File: config.mk
export PLATFORM = sky130hd
export DESIGN_NAME = stream_fifo
export DESIGN_NICKNAME = d
export VERILOG_FILES = /design/src/rtl/stream_fifo.sv
export SDC_FILE = /design/constraint.sdc
export NUM_CORES = 1
export LEC_CHECK = 0
export ABC_CLOCK_PERIOD_IN_PS = 2000
export BUFFER_PORTS_ARGS = -buffer_cell sky130_fd_sc_hd__buf_2
export CORE_ASPECT_RATIO = 0.75
export CORE_UTILIZATION = 35
export CTS_CLUSTER_DIAMETER = 30
export DETAILED_ROUTE_END_ITERATION = 6
export GPL_TIMING_DRIVEN = 0
export PLACE_DENSITY = 0.53
export SYNTH_ARGS = -nofsm -noshare
export SYNTH_HDL_FRONTEND = slang
export SYNTH_SLANG_ARGS = --single-unit
export TNS_END_PERCENT = 10
File: constraint.sdc
create_clock -name clk -period 2 [get_ports clk]
set_input_delay 0.4 -clock clk [delete_from_list [all_inputs] [get_ports clk]]
set_output_delay 0.4 -clock clk [all_outputs]
set_load 0.05 [all_outputs]
File: src/rtl/stream_fifo.sv
// Synchronous single-clock stream FIFO with valid/ready handshakes on both sides.
// Status outputs are decoded from registered pointers/count only, so the ports carry no input-to-output paths.
module stream_fifo #(
    parameter int WIDTH       = 32,
    parameter int DEPTH       = 4,
    parameter int ALMOST_FULL = 3
) (
    input  logic                       clk,
    input  logic                       reset,
    input  logic                       flush,
    input  logic                       input_valid,
    input  logic [WIDTH-1:0]           input_data,
    output logic                       input_ready,
    output logic                       output_valid,
    output logic [WIDTH-1:0]           output_data,
    input  logic                       output_ready,
    output logic [$clog2(DEPTH+1)-1:0] count,
    output logic                       almost_full
);

    localparam int PTR_W = $clog2(DEPTH);
    localparam int CNT_W = $clog2(DEPTH+1);

    logic [WIDTH-1:0] mem_q [DEPTH];
    logic [PTR_W-1:0] wr_ptr_q, wr_ptr_d;
    logic [PTR_W-1:0] rd_ptr_q, rd_ptr_d;
    logic [CNT_W-1:0] count_q, count_d;
    logic             insert, remove, write_en;

    assign input_ready  = (count_q != CNT_W'(DEPTH));
    assign output_valid = (count_q != '0);
    assign output_data  = mem_q[rd_ptr_q];
    assign count        = count_q;
    assign almost_full  = (count_q >= CNT_W'(ALMOST_FULL));

    assign insert = input_valid && input_ready;
    assign remove = output_valid && output_ready;

    // Reset outranks flush, flush outranks any transfer; DEPTH is a power of two so pointers wrap naturally.
    always_comb begin
        wr_ptr_d = wr_ptr_q;
        rd_ptr_d = rd_ptr_q;
        count_d  = count_q;
        write_en = 1'b0;
        if (reset || flush) begin
            wr_ptr_d = '0;
            rd_ptr_d = '0;
            count_d  = '0;
        end else begin
            if (insert) begin
                wr_ptr_d = wr_ptr_q + PTR_W'(1);
                write_en = 1'b1;
            end
            if (remove) begin
                rd_ptr_d = rd_ptr_q + PTR_W'(1);
            end
            count_d = count_q + CNT_W'(insert) - CNT_W'(remove);
        end
    end

    always_ff @(posedge clk) begin
        wr_ptr_q <= wr_ptr_d;
        rd_ptr_q <= rd_ptr_d;
        count_q  <= count_d;
    end

    // Storage is deliberately left unreset.
    always_ff @(posedge clk) begin
        if (write_en) begin
            mem_q[wr_ptr_q] <= input_data;
        end
    end

endmodule

==> results.toml, run 1 <==
[cts]
ctsHtreeMaxLevel = 4
clock_latency_ns = 0.41
root_buffer = "clkbuf_16"
hold_buffers = 0
cts_tree = "built"
cts.sinks = 137
path_clk_slew_ns = 0.06
numCtsBuffers = 17
clockBufferDepth = 2

[worst_setup_path]
crit_family = "multiplexers"
slowest_stage = "mux4_2"
critPathArrivalTime_ns = 1.76
cp-start-kind = "flop"
max_stage_delay_ns = 0.54
critical_path.max_fanout = 7
cp_common_cell = "buf_12"
path_cells = "buf_12 > buf_12 > mux4_2 > buf_6"
end_kind = "output pin"
critPathBufInv = 3
required_ns = 1.60
path_class = "flop to output pin"

[synthesis]
netlist.area_leader.share_pct = 75.4
ys_ff_latch = 137
netlist_top_cells_area = "edfxtp_1 75%, mux4_2 14%, dfxtp_1 3.5%"
synth-edff-count = 128
ys_types = 23
yosysMostFrequentCell = "edfxtp_1"
avgSynthCellArea_um2 = 23.5
yosysSeqAreaShare_pct = 78.9
synth_area_leader_cell = "edfxtp_1"
syn_area_um2 = 5100
synth_ff_type = "edfxtp_1"
yosys_warnings = 0
yosys-top-cells-count = "128 x edfxtp_1, 32 x mux4_2, 9 x dfxtp_1, 7 x ha_1, 6 x inv_1"
postSynth.asyncResetShare_pct = 0
syn_inst = 217
synth_fp_nets = 262

[detailed_routing]
drc_errors = 0
wl_per_cell_um = 18.0
vias = 2417
viasPerCell = 4.61
first_pass_iters = 4
dr.first_iter.drc_count = 121
ant_nets = 0
wirelength_um = 9460

[power]
total_power_mw = 6.81
combinationalPowerShare_pct = 7.1
p_switching_mw = 1.48
power.density_nw_per_um2 = 1010
peakVddDrop_mv = 0.605
power.internal_mw = 5.33
clkPwrFrac_pct = 46.1
sequentialPowerShare_pct = 46.8
swShare_pct = 21.7
p_leak_nw = 2.27

[global_route]
grt_max_degree = 33
met2_usage_pct = 21.7
met3_usage_pct = 6.26
grt_use_total_pct = 13.6
busiest_layer = "met2"
overflow = 0
antenna_found_initial = 1
grt_first_pass_wirelength_um = 14300
met1_usage_pct = 16.4
grt_pass1_vias = 2614

[final_layout]
fin_nets = 360
regArea_um2 = 4030
fin_cells = 524
post-route-util_pct = 48.1
syn_to_final_growth_pct = 31.9
fill_cells = 1221
multi_input_area_um2 = 1050
layout-drive-gt1-share_pct = 50.3

[place]
globalplace.congestion = 0.691
hpwl_um = 5420
place_inst = 486
portBuffers = 74

[outcome]
outcome = "complete, but fails checks"
violations = "setup timing"

[sta]
hold_viol_final = 0
rsz0062_at_grt = "yes"
tightest_slew_ns = 0.545
period_share_pct = 108
fin_crit_ns = 2.16
max_freq_ghz = 0.462
timing.slew.headroom_pct = 63.7
finalSetupViolations = 34
fin_ws_ns = -0.163
slew_violations = 0
fin_worst_skew_ns = 0.00920

[die]
rows = 37
die_area_um2 = 15100
ios = 75
chipWidth_um = 141
initial_core_util_pct = 36.5
die_h_um = 107
core_area_um2 = 14000

[job]
drv_cap = 0

[min_path]
min_path_type = "primary input to flop"
==> power groups by stage <==
stage,sequential [mW],combinational [mW],clock (mW)
floorplan,3.26,0.268,0
global placement,3.25,0.403,0
detailed placement,3.25,0.411,0
CTS,3.19,0.475,3.20
global route,3.19,0.512,3.32
finish,3.19,0.481,3.14
==> area by class of cell <==
type / count / area share [%]
inverter: 6 / 0.372
timing repair buffer: 79 / 9.97
clock buffer: 18 / 6.38
buffer: 7 / 1.53
tap: 195 / 3.63
sequential: 137 / 60.0
antenna: 1 / 0.0372
clock inverter: 14 / 2.53
multi-input combinational: 67 / 15.6
==> through the flow <==
stage | setup slack, ns | cell area [um2] | hold WS, ns | setup TNS (ns)
2_1_floorplan | -0.268 | 5140 | 0.461 | -0.500
6_report | -0.163 | 6730 | 0.209 | -4.39
3_3_place_gp | -0.259 | 5760 | 0.486 | -31.88
4_1_cts | -0.190 | 6650 | 0.193 | -5.08
5_1_grt | -0.226 | 6720 | 0.184 | -6.75
3_5_place_dp | -0.294 | 5760 | 0.492 | -36.33
==> cell families after synthesis <==
logic type | after synthesis | share of synthesized area [%]
buffers and inverters | 13 | 1.50
XOR/XNOR | 3 | 0.515
flip-flops | 137 | 78.9
multiplexers | 32 | 14.1
AO/OA/AOI/OAI | 5 | 0.662
AND/OR/NAND/NOR | 19 | 2.18
adder cells (fa/ha/maj) | 8 | 2.11
==> path summary, 6_finish.rpt <==
| kind | to | from | slack (ns) | depth (start not counted) |
|---|---|---|---|---|
| min reg2reg | wr_ptr_q[0] | wr_ptr_q[0] | 0.51 | 2 |
| min | mem_q[0][26] | input_data[26] | 0.21 | 1 |
| max | output_data[0] | flop | -0.16 | 4 |
| max reg2reg | count[2] | count[0] | -0.10 | 10 |
==> cell usage in the layout (no fill, tap or decap), types with 4 or more instances in the layout <==
cell type | netlist | layout
dfxtp_1 | 9 | 5
clkbuf_16 | 0 | 19
edfxtp_1 | 128 | 128
and3_4 | 0 | 4
inv_6 | 0 | 4
ha_1 | 7 | 5
nor3_1 | 5 | 5
buf_12 | 0 | 4
buf_6 | 3 | 30
buf_2 | 4 | 42
mux4_2 | 32 | 32
==> metal layers <==
metal	vias up	share of wire, %
met2	66	48
met4	0	0.53
li1	1110	-
met5	-	0
met3	6	6.4
met1	1235	45
==> sequential cells by signal, indices dropped and copies added, names as in the netlist, named ones only <==
name	cells
mem_q	128
wr_ptr_q	2
count	3
rd_ptr_q	2
==> repair_timing <==
item	4_1_cts	5_1_grt
pin swaps	0	1
endpoints found under the setup margin	162	34
setup buffers	1	1
cloned	1	2
resized for setup	81	5
Power figures use the tool's default switching activity.
==> inputs of run 2 (changes only) <==
ABC_CLOCK_PERIOD_IN_PS = 2100   (was 2000)
PLACE_DENSITY = 0.51   (was 0.53)
clock period = 2.1 ns   (was 2 ns; I/O delays follow)
==> results.toml, run 2 (synthesized netlist as in run 1, its figures left out) <==
[sta]
tightest_slew_ns = 0.924
hold_viol_final = 0
period_share_pct = 104
fin_setup_tns_ns = -1.46
finalSetupViolations = 32
timing.slew.headroom_pct = 38.4
max_freq_ghz = 0.460
whs_ns = 0.233
fin_crit_ns = 2.17
slew_violations = 0
fin_worst_skew_ns = 0.00486
fin_ws_ns = -0.0739
rsz0062_at_grt = "yes"

[global_route]
grt_pass1_vias = 2534
grt_use_total_pct = 12.9
met2_usage_pct = 19.7
antenna_found_initial = 1
met1_usage_pct = 16.7
busiest_layer = "met2"
overflow = 0
grt_max_degree = 33
grt_first_pass_wirelength_um = 13800
met3_usage_pct = 5.05

[final_layout]
largest_reg_flops = 128
syn_to_final_growth_pct = 30.5
fill_cells = 1221
fin_area_um2 = 6650
top_register = "mem_q"
layout-drive-gt1-share_pct = 50.5
final_common_cell = "edfxtp_1"
fin_cells = 523
post-route-util_pct = 47.6
fin_nets = 360
final_cell_mix = "128 x edfxtp_1, 44 x buf_2, 32 x mux4_2"

[place]
hpwl_um = 5220
place_inst = 486
portBuffers = 74
globalplace.congestion = 0.692
placed_cell_area_um2 = 5760

[cts]
hold_buffers = 0
ctsHtreeMaxLevel = 4
cts.sinks = 137
clockBufferDepth = 2
cts_tree = "built"
path_clk_slew_ns = 0.06
numCtsBuffers = 17
root_buffer = "clkbuf_16"
clock_latency_ns = 0.40

[min_path]
min_path_type = "primary input to flop"
min_from = "input_data[16]"

[worst_setup_path]
cp-start-kind = "flop"
path_class = "flop to output pin"
critical_path.max_fanout = 8
worstReg2RegStart = "count[0]"
end_kind = "output pin"
critPathArrivalTime_ns = 1.75
required_ns = 1.68

[die]
ios = 75
core_area_um2 = 14000
die_area_um2 = 15100
rows = 37
chipWidth_um = 141
initial_core_util_pct = 36.5
die_h_um = 107

[detailed_routing]
ant_nets = 0
viasPerCell = 4.64
wl_per_cell_um = 17.5
drc_errors = 0
vias = 2426
dr.first_iter.drc_count = 79
first_pass_iters = 4
wirelength_um = 9170

[outcome]
outcome = "complete, but fails checks"
violations = "setup timing"

[power]
peakVddDrop_mv = 0.568
p_leak_nw = 2.26
power.density_nw_per_um2 = 946

[job]
drv_cap = 0
==> run 2: cell types whose count changed in the layout (fill, tap and decap cells not counted), moves of 2 or more <==
cell	change
and3_4	-4
buf_2	+2
clkinv_2	+3
inv_6	-3
and3_2	+4
==> run 2: final cells by class <==
type                            instances  area, um2  share of cell area, %
Multi-Input combinational cell         67       1040                   15.6
Timing Repair Buffer                   79        652                   9.80
Sequential cell                       137       4030                   60.6
Inverter                                6       22.5                  0.338
Clock inverter                         13        130                   1.96
Tap cell                              195        244                   3.67
Clock buffer                           18        429                   6.45
Buffer                                  7        103                   1.54
Antenna cell                            1       2.50                 0.0376
==> run 2: final timing paths <==
check	to	slack, ns	depth (start not counted)
worst max-delay path	output_data[21]	-0.07	4
worst min-delay path	mem_q[1][16]	0.23	1
worst max register to register	count[1]	0.02	9
worst min register to register	wr_ptr_q[1]	0.50	2
==> run 2: per-layer routing <==
| layer | share of wire [%] | vias up |
|---|---|---|
| met4 | 0.73 | 0 |
| met1 | 47 | 1244 |
| met3 | 6.4 | 7 |
| met2 | 45 | 65 |
| met5 | 0 | - |
| li1 | - | 1110 |
==> run 2: power breakdown <==
group	switching [mW]	leakage, nW	internal (mW)
clock	1.08	0.275	1.73
sequential	0.0165	1.23	3.02
combinational	0.271	0.752	0.179
==> run 2: what timing repair did <==
action / 4_1_cts / 5_1_grt
resized for setup: 68 / 8
setup endpoints to repair: 33 / 33
cloned: 0 / 3
pin swaps: 0 / 2
setup buffers: 0 / 2
==> run 2: critical path, stage by stage (launching register included) <==
cell and delay (ns):
dfxtp_2 0.34, buf_12 0.15, clkbuf_16 0.16, mux4_2 0.52
buf_6 0.17
==> run 2: per-stage QoR <==
step	setup slack [ns]	total power, mW
floorplan	-0.168	3.36
global placement	-0.188	3.48
detailed placement	-0.209	3.49
CTS	-0.114	6.34
global route	-0.131	6.49
finish	-0.0739	6.29
==> inputs of run 3 (changes only) <==
CTS_BUF_LIST = sky130_fd_sc_hd__clkbuf_8   (was unset)
==> results.toml, run 3 (synthesized netlist as in run 1, its figures left out) <==
[outcome]
outcome = "complete, but fails checks"
violations = "setup timing"

[cts]
clockBufferDepth = 2
hold_buffers = 0
path_clk_slew_ns = 0.08
root_buffer = "clkbuf_8"
cts_tree = "built"
numCtsBuffers = 17
cts.sinks = 137
clock_latency_ns = 0.42
ctsHtreeMaxLevel = 4

[final_layout]
top_register = "mem_q"
fin_nets = 360
final_cell_mix = "128 x edfxtp_1, 42 x buf_2, 32 x mux4_2, 32 x buf_6, 17 x clkbuf_8"
syn_to_final_growth_pct = 26.9
fin_cells = 523
layout-drive-gt1-share_pct = 50.5
final_common_cell = "edfxtp_1"
largest_reg_flops = 128
fin_area_um2 = 6470

[power]
p_leak_nw = 2.18
swShare_pct = 23.1
power.internal_mw = 4.23
power.density_nw_per_um2 = 851
clkPwrFrac_pct = 36.7
peakVddDrop_mv = 0.447
p_switching_mw = 1.27
combinationalPowerShare_pct = 8.2
sequentialPowerShare_pct = 55.1

[die]
die_area_um2 = 15100
ios = 75
core_area_um2 = 14000
rows = 37
die_h_um = 107
initial_core_util_pct = 36.5
chipWidth_um = 141

[place]
placed_cell_area_um2 = 5760
portBuffers = 74
globalplace.congestion = 0.692
hpwl_um = 5220
place_inst = 486

[worst_setup_path]
ff2ff_setup_slack_ns = 0.03
path_class = "flop to output pin"
end_kind = "output pin"
worstReg2RegStart = "count[0]"
worstRegToRegCells = 9
critical_path.max_fanout = 8
critPathArrivalTime_ns = 1.79
cp-start-kind = "flop"
r2r-end = "count[1]"
required_ns = 1.68

[global_route]
grt_pass1_vias = 2532
grt_use_total_pct = 13.0
antenna_found_initial = 1
overflow = 0
grt_first_pass_wirelength_um = 13800
grt_max_degree = 33

[detailed_routing]
drc_errors = 0
ant_nets = 0
dr.first_iter.drc_count = 101
viasPerCell = 4.58
wl_per_cell_um = 17.5
vias = 2394
first_pass_iters = 4
wirelength_um = 9150

[sta]
max_freq_ghz = 0.452
fin_ws_ns = -0.114
finalSetupViolations = 32
timing.slew.headroom_pct = 39.9
slew_violations = 0
rsz0062_at_grt = "yes"
fin_crit_ns = 2.21
whs_ns = 0.204
period_share_pct = 105
tightest_slew_ns = 0.901
hold_viol_final = 0
fin_worst_skew_ns = 0.00957
fin_setup_tns_ns = -2.47

[min_path]
min_path_type = "primary input to flop"
hold_end = "mem_q[1][16]"
min_from = "input_data[16]"
hold-path-cell-count = 1

[job]
drv_cap = 0
run 3: cell count changes in the layout (fill, tap and decap cells not counted):
cell,delta
buf_2,-2
buf_8,-1
inv_1,+1
clkbuf_8,+17
clkbuf_1,-1
buf_6,+3
clkbuf_16,-17
run 3: critical path, cell delays in order, from the launching register on:
cell and delay, ns:
dfxtp_2 0.35, buf_12 0.15, clkbuf_16 0.16, mux4_2 0.52, buf_6 0.17
run 3: how the worst max path moves through the flow:
stage / from / endpoint / cells after the start
2_1_floorplan: count[2] / count[2] / 10
3_3_place_gp: flush / mem_q[0][1] / 3
3_5_place_dp: flush / mem_q[0][28] / 3
4_1_cts: flop / output_data[14] / 4
5_1_grt: flop / output_data[18] / 4
6_report: flop / output_data[21] / 4
run 3: timing repair:
item                                    4_1_cts  5_1_grt
gates cloned                                  0        3
endpoints found under the setup margin       33       34
buffers inserted                              0        2
pin swaps                                     0        2
gates resized for setup                      70        9
run 3: power groups by stage:
stage,Combinational [mW],Clock [mW],Sequential (mW)
2_1_floorplan,0.255,0,3.10
3_3_place_gp,0.386,0,3.09
3_5_place_dp,0.391,0,3.09
4_1_cts,0.440,2.06,3.03
5_1_grt,0.481,2.17,3.04
6_report,0.451,2.02,3.03
run 3: per-stage QoR:
step | util, % | power (mW) | worst slack (ns)
after global placement | 41.2 | 3.48 | -0.188
after detailed placement | 41.2 | 3.49 | -0.209
after CTS | 45.4 | 5.54 | -0.152
after floorplan | - | 3.36 | -0.168
after global routing | 46.3 | 5.69 | -0.166
final | 46.3 | 5.51 | -0.114
run 3: layer usage:
metal / global-route usage, % / part of all wire, % / up-vias
met4: 5.99 / 0.71 / 0
met5: 0 / 0 / -
met2: 19.5 / 45 / 65
met3: 4.77 / 6.7 / 8
met1: 16.9 / 47 / 1215
li1: - / - / 1106
run 3: cell type report:
class,instances,area [um2]
antenna,1,2.50
buffer,7,103
clock buffer,17,234
clock inverter,14,134
fill,1249,7510
inverter,6,22.5
multi-input combinational,67,1040
sequential,137,4030
tap,195,244
timing repair buffer,79,661
